[src/rtl/cpu_pkg.sv]
// Shared CPU definitions: pipeline sequencer states and opcode constants
// used by the decoder and the pipeline control unit.
package cpu_pkg;

    typedef enum logic [1:0] {
        RUN    = 2'd0,
        DRAIN  = 2'd1,
        HALTED = 2'd2
    } pipe_state_t;

    // JMP and JAL share the 4'hC major opcode; the decoder splits them by a sub-field.
    localparam logic [3:0] OP_LOAD  = 4'h8;
    localparam logic [3:0] OP_STORE = 4'h9;
    localparam logic [3:0] OP_JMP   = 4'hC;
    localparam logic [3:0] OP_JAL   = 4'hC;
    localparam logic [3:0] OP_JR    = 4'hD;
    localparam logic [3:0] OP_HALT  = 4'hF;

endpackage

[src/rtl/load_scoreboard.sv]
// Tracks destination registers of loads still in flight and flags an ID
// instruction that reads one of them before its data can be forwarded.
module load_scoreboard
    import cpu_pkg::*;
#(
    parameter int LOAD_LAT  = 1,
    parameter int REGADDR_W = 4
) (
    input  logic                 clk,
    input  logic                 reset,
    input  logic                 shift_en,
    input  logic                 push_v,
    input  logic [REGADDR_W-1:0] push_rd,
    input  logic                 id_valid,
    input  logic [REGADDR_W-1:0] id_rs,
    input  logic [REGADDR_W-1:0] id_rt,
    input  logic                 id_use_rs,
    input  logic                 id_use_rt,
    output logic                 load_stall
);

    logic [LOAD_LAT-1:0]  v;
    logic [REGADDR_W-1:0] rd [LOAD_LAT];
    logic                 hit;

    always_ff @(posedge clk or posedge reset) begin
        if (reset) begin
            v <= '0;
            for (int unsigned i = 0; i < LOAD_LAT; i++) rd[i] <= '0;
        end else if (shift_en) begin
            for (int unsigned i = 1; i < LOAD_LAT; i++) begin
                v[i]  <= v[i-1];
                rd[i] <= rd[i-1];
            end
            v[0]  <= push_v;
            rd[0] <= push_rd;
        end
    end

    // R0 is hard-wired zero, so a load targeting it never creates a hazard.
    always_comb begin
        hit = 1'b0;
        for (int unsigned i = 0; i < LOAD_LAT; i++) begin
            if (v[i] && (rd[i] != '0) &&
                ((id_use_rs && (rd[i] == id_rs)) || (id_use_rt && (rd[i] == id_rt))))
                hit = 1'b1;
        end
    end

    assign load_stall = id_valid & hit;

endmodule

[src/rtl/pipe_ctrl_unit.sv]
// Pipeline sequencer: owns PC/IF-ID/ID-EX enables and flushes, handles load-use
// stalls, data-memory wait holds, drain-then-halt with resume, and a stall counter.
module pipe_ctrl_unit
    import cpu_pkg::*;
#(
    parameter int REGADDR_W = 4,
    parameter int LOAD_LAT  = 1,
    parameter int DRAIN_CYC = 3,
    parameter int CNT_W     = 16
) (
    input  logic                 clk,
    input  logic                 reset,
    input  logic                 id_valid,
    input  logic [REGADDR_W-1:0] id_rs,
    input  logic [REGADDR_W-1:0] id_rt,
    input  logic                 id_use_rs,
    input  logic                 id_use_rt,
    input  logic [REGADDR_W-1:0] id_rd,
    input  logic                 id_is_load,
    input  logic                 id_jump,
    input  logic                 id_halt,
    input  logic                 mem_req,
    input  logic                 mem_ready,
    input  logic                 resume,
    output logic                 pc_write,
    output logic                 if_id_write,
    output logic                 if_id_flush,
    output logic                 id_ex_flush,
    output logic                 pipe_hold,
    output logic                 halted,
    output logic [CNT_W-1:0]     stall_cnt
);

    localparam int DW = (DRAIN_CYC > 1) ? $clog2(DRAIN_CYC + 1) : 1;

    pipe_state_t   state, state_nxt;
    logic [DW-1:0] drain_cnt, drain_nxt;
    logic          held, load_stall, push_v;

    assign held   = mem_req & ~mem_ready;
    assign push_v = id_valid & id_is_load & ~load_stall & ~id_ex_flush;

    load_scoreboard #(
        .LOAD_LAT  (LOAD_LAT),
        .REGADDR_W (REGADDR_W)
    ) u_scoreboard (
        .clk        (clk),
        .reset      (reset),
        .shift_en   (~held),
        .push_v     (push_v),
        .push_rd    (id_rd),
        .id_valid   (id_valid),
        .id_rs      (id_rs),
        .id_rt      (id_rt),
        .id_use_rs  (id_use_rs),
        .id_use_rt  (id_use_rt),
        .load_stall (load_stall)
    );

    always_ff @(posedge clk or posedge reset) begin
        if (reset) begin
            state     <= RUN;
            drain_cnt <= '0;
        end else begin
            state     <= state_nxt;
            drain_cnt <= drain_nxt;
        end
    end

    // A memory hold overrides every other decision, so state and count only move on non-held cycles.
    always_comb begin
        pc_write    = 1'b0;
        if_id_write = 1'b0;
        if_id_flush = 1'b0;
        id_ex_flush = 1'b0;
        pipe_hold   = 1'b0;
        halted      = 1'b0;
        state_nxt   = state;
        drain_nxt   = drain_cnt;
        if (!reset) begin
            halted = (state == HALTED);
            if (held) begin
                pipe_hold = 1'b1;
            end else begin
                case (state)
                    HALTED: begin
                        if (resume) state_nxt = RUN;
                    end
                    DRAIN: begin
                        id_ex_flush = 1'b1;
                        if (drain_cnt <= DW'(1)) state_nxt = HALTED;
                        else                     drain_nxt = drain_cnt - DW'(1);
                    end
                    default: begin
                        if (load_stall) begin
                            id_ex_flush = 1'b1;
                        end else if (id_valid && id_halt) begin
                            id_ex_flush = 1'b1;
                            if_id_flush = 1'b1;
                            if (DRAIN_CYC == 0) begin
                                state_nxt = HALTED;
                            end else begin
                                state_nxt = DRAIN;
                                drain_nxt = DW'(DRAIN_CYC);
                            end
                        end else if (id_valid && id_jump) begin
                            pc_write    = 1'b1;
                            if_id_write = 1'b1;
                            if_id_flush = 1'b1;
                        end else begin
                            pc_write    = 1'b1;
                            if_id_write = 1'b1;
                        end
                    end
                endcase
            end
        end
    end

    always_ff @(posedge clk or posedge reset) begin
        if (reset)
            stall_cnt <= '0;
        else if ((state == RUN) && !pc_write && (stall_cnt != '1))
            stall_cnt <= stall_cnt + CNT_W'(1);
    end

endmodule

[config.mk]
export PLATFORM = sky130hd
export DESIGN_NAME = pipe_ctrl_unit
export DESIGN_NICKNAME = d
export VERILOG_FILES = /design/src/rtl/cpu_pkg.sv /design/src/rtl/load_scoreboard.sv /design/src/rtl/pipe_ctrl_unit.sv
export SDC_FILE = /design/constraint.sdc
export NUM_CORES = 1
export LEC_CHECK = 0
export BUFFER_PORTS_ARGS = -buffer_cell sky130_fd_sc_hd__buf_2
export CAP_MARGIN = 30
export CORE_ASPECT_RATIO = 0.7
export CORE_UTILIZATION = 50
export DETAILED_ROUTE_END_ITERATION = 8
export PLACE_DENSITY = 0.89
export SYNTH_ARGS = -nofsm -noshare
export SYNTH_HDL_FRONTEND = slang
export SYNTH_SLANG_ARGS = --single-unit
[constraint.sdc]
create_clock -name clk -period 2.31 [get_ports clk]
set_input_delay 0.231 -clock clk [delete_from_list [all_inputs] [get_ports clk]]
set_output_delay 0.231 -clock clk [all_outputs]
set_load 0.01 [all_outputs]
==> flow_summary.yaml <==
outcome:
  status: "finished, final reports clean"
clock_network:
  clock-root-buffer: "clkbuf_8"
  clockBufferDepth: 2
  cts_sinks: 25
  insertion_delay_ns: 0.27
  h-tree-depth: 1
  cts_hold_buf: 0
  cts_tree: "built"
  path_clk_slew_ns: 0.09
  cts_buffers: 3
layout:
  post-route-cell-area_sq_um: 1770
  final_nets: 233
  area_growth_pct: 20.6
  diodes: 0
  regArea_sq_um: 626
  multiInputGateArea_sq_um: 786
  nFillCells: 229
  drive_gt1_frac: 0.294
placement:
  dpl_cell_area_sq_um: 1710
  io_buffers: 44
  dp_hpwl_mm: 2.32
  gp_congestion: 0.786
sta:
  period_needed_ns: 2.12
  slew_headroom: 0.625
  finalHoldViolations: 0
  finalSetupViolCount: 0
  tightest_slew_ns: 0.560
  clock_skew_ns: 0.00511
  holdWs_ns: 0.0580
  min_period_over_period: 0.918
  slew_violations: 0
  fin_tns_setup_ns: 0
  rsz0062_at_grt: "false"
  fmax_mhz: 472
grt:
  grt_max_degree: 26
  gr-usage-all-layers: 0.211
  antenna_found_initial: 0
  grt_pass1_wl_mm: 4.75
  grt_pass1_vias: 1086
  gr-total-overflow: 0
worst_setup_path:
  critPathBufInv: 1
  critical_path_required_ns: 2.48
  rr_startpoint: "state[1]"
  r2r-end: "stall_cnt[1]"
  worstSetupPathType: "reg -> reg"
  end_kind: "flip-flop"
  cpLargestDelayFamily: "compound AO/OA/AOI/OAI gates"
  critPathMaxFanout: 15
  reg2reg_depth: 6
  r2r_slack_ns: 0.19
  critPathLaunchType: "flip-flop"
  worstPathArrival_ns: 2.29
  cpPeakStageDelay_ns: 0.49
  crit_chain: "inv_1 > ha_1 > a21oi_1 > nand3_2 > o211ai_4 > mux2_4"
  worst_path_max_delay_cell: "o211ai_4"
synthesis:
  synthTopCellsByCount: "dfrtp_1, nand2_1, nor2_1, xor2_1, inv_1"
  synth_top_area_frac: 0.426
  synthFlopType: "dfrtp_1"
  synth.distinct_cells: 32
  async_reset_ff_frac: 1.00
  synth_adder_area_share: 0.0426
  synth_fp_nets: 185
  ys_seq_elements: 25
  yosys.area.top_type: "dfrtp_1"
  syn_area_per_cell_sq_um: 9.35
  synth_compound_area_frac: 0.0673
  yosys-top-cells-area: "dfrtp_1, xor2_1, nand2_1, ha_1, nor2_1"
  synth_xor_area_frac: 0.131
  synthMuxAreaShare: 0.0239
  synth-edff-count: 0
  ys_seq_area_frac: 0.426
  synthSimpleGateAreaFrac: 0.264
  synth_top_family_by_area: "simple AND/OR/NAND/NOR gates"
  syn_inst: 157
  syn_area_sq_um: 1470
  yosysWarnings: 0
hold_path:
  hold_path_class: "in -> async"
floorplanning:
  dieWidth_um: 66.8
  initial_utilization: 0.527
  die_area_sq_um: 3160
  core_sq_um: 2780
  io_pins: 45
  fp.dieH_um: 47.3
  row_count: 16
route:
  drtAntennaViolNets: 0
  routed_wl_mm: 2.98
  viasPerCell: 5.09
  drtIter0Drc: 65
  vias: 1221
  wire_per_inst_um: 12.4
  firstDrtPassIters: 4
  drcViolationCount: 0
power_and_ir_drop:
  p_total_mw: 1.50
  cellPowerDensity_nw_per_um2: 849
  p_leak_nw: 0.894
  peakVddDrop_uv: 516
job:
  maxCapViolCount: 0
==> repair_timing <==
action / in CTS / in global routing
setup endpoints to repair: 0 / 1
gates resized for setup: 0 / 2
endpoints found under the hold margin: 0 / 0
buffers inserted: 0 / 0
==> area by class of cell <==
class                      count  share of cell area
inverter                      10              0.0212
tap                           36              0.0254
clock buffer                   3              0.0233
multi-input combinational    120               0.444
timing repair buffer          45               0.129
clock inverter                 1             0.00424
sequential                    25               0.353
==> worst max-delay path by stage <==
stage	start	end	slack, ns	cells after the start
global placement	state[0]	stall_cnt[1]	0.27	6
floorplan	reset	stall_cnt[1]	0.32	5
finish	state[1]	stall_cnt[1]	0.19	6
global route	state[1]	stall_cnt[14]	0.02	7
detailed placement	state[0]	stall_cnt[1]	0.22	6
CTS	u_scoreboard.rd[0]	if_id_flush	0.12	7
==> cells by family after synthesis <==
| group | count (synthesis) |
|---|---|
| AND/OR/NAND/NOR | 75 |
| flip-flops | 25 |
| XOR/XNOR | 22 |
| AO/OA/AOI/OAI | 15 |
| buffers and inverters | 12 |
| adder cells (fa/ha/maj) | 5 |
| multiplexers | 3 |
==> cell usage in the layout, fill, tap and decap left out, types with 2 or more instances in the layout <==
master	instances
nor3_1	5
o21ai_0	4
mux2i_1	2
nor3_2	3
nor4_2	2
inv_1	10
clkbuf_8	3
ha_1	5
nand2b_1	2
nand2_1	25
nor2b_1	2
a21oi_1	7
nand3_1	7
nand4_1	4
xnor2_1	6
dfrtp_1	25
xor2_1	16
nor2_1	16
nor4_1	2
buf_2	44
==> stage by stage <==
stage,util,cells,setup WS (ns)
2_1_floorplan,-,157,0.323
3_3_place_gp,0.616,236,0.274
3_5_place_dp,0.616,236,0.220
4_1_cts,0.633,240,0.124
5_1_grt,0.636,240,0.0159
6_report,0.636,240,0.190
==> power by group <==
| part | switching, mW | internal, mW | total (mW) | leakage, nW |
|---|---|---|---|---|
| Sequential | 0.0948 | 0.524 | 0.619 | 0.310 |
| Combinational | 0.359 | 0.262 | 0.621 | 0.561 |
| Clock | 0.140 | 0.122 | 0.263 | 0.0217 |
| Total | 0.594 | 0.909 | 1.50 | 0.894 |
==> routing by layer <==
layer	GRT usage	vias to the layer above	share of wire	wire length, um
li1	-	625	-	-
met1	0.275	568	0.48	1420
met2	0.352	24	0.47	1410
met3	0.0583	4	0.044	130
met4	0.0638	0	0.0064	19
met5	0	-	0	0
==> state kept, by name, summed over array words and instances (netlist names) <==
signal and flops:
drain_cnt 2, u_scoreboard.rd 4, stall_cnt 16, state 2
u_scoreboard.v 1
==> worst min-delay path: stages <==
cell and delay (ns):
buf_2 0.12, inv_1 0.07, buf_4 0.31
No activity file was read; power rests on OpenSTA's default activity.
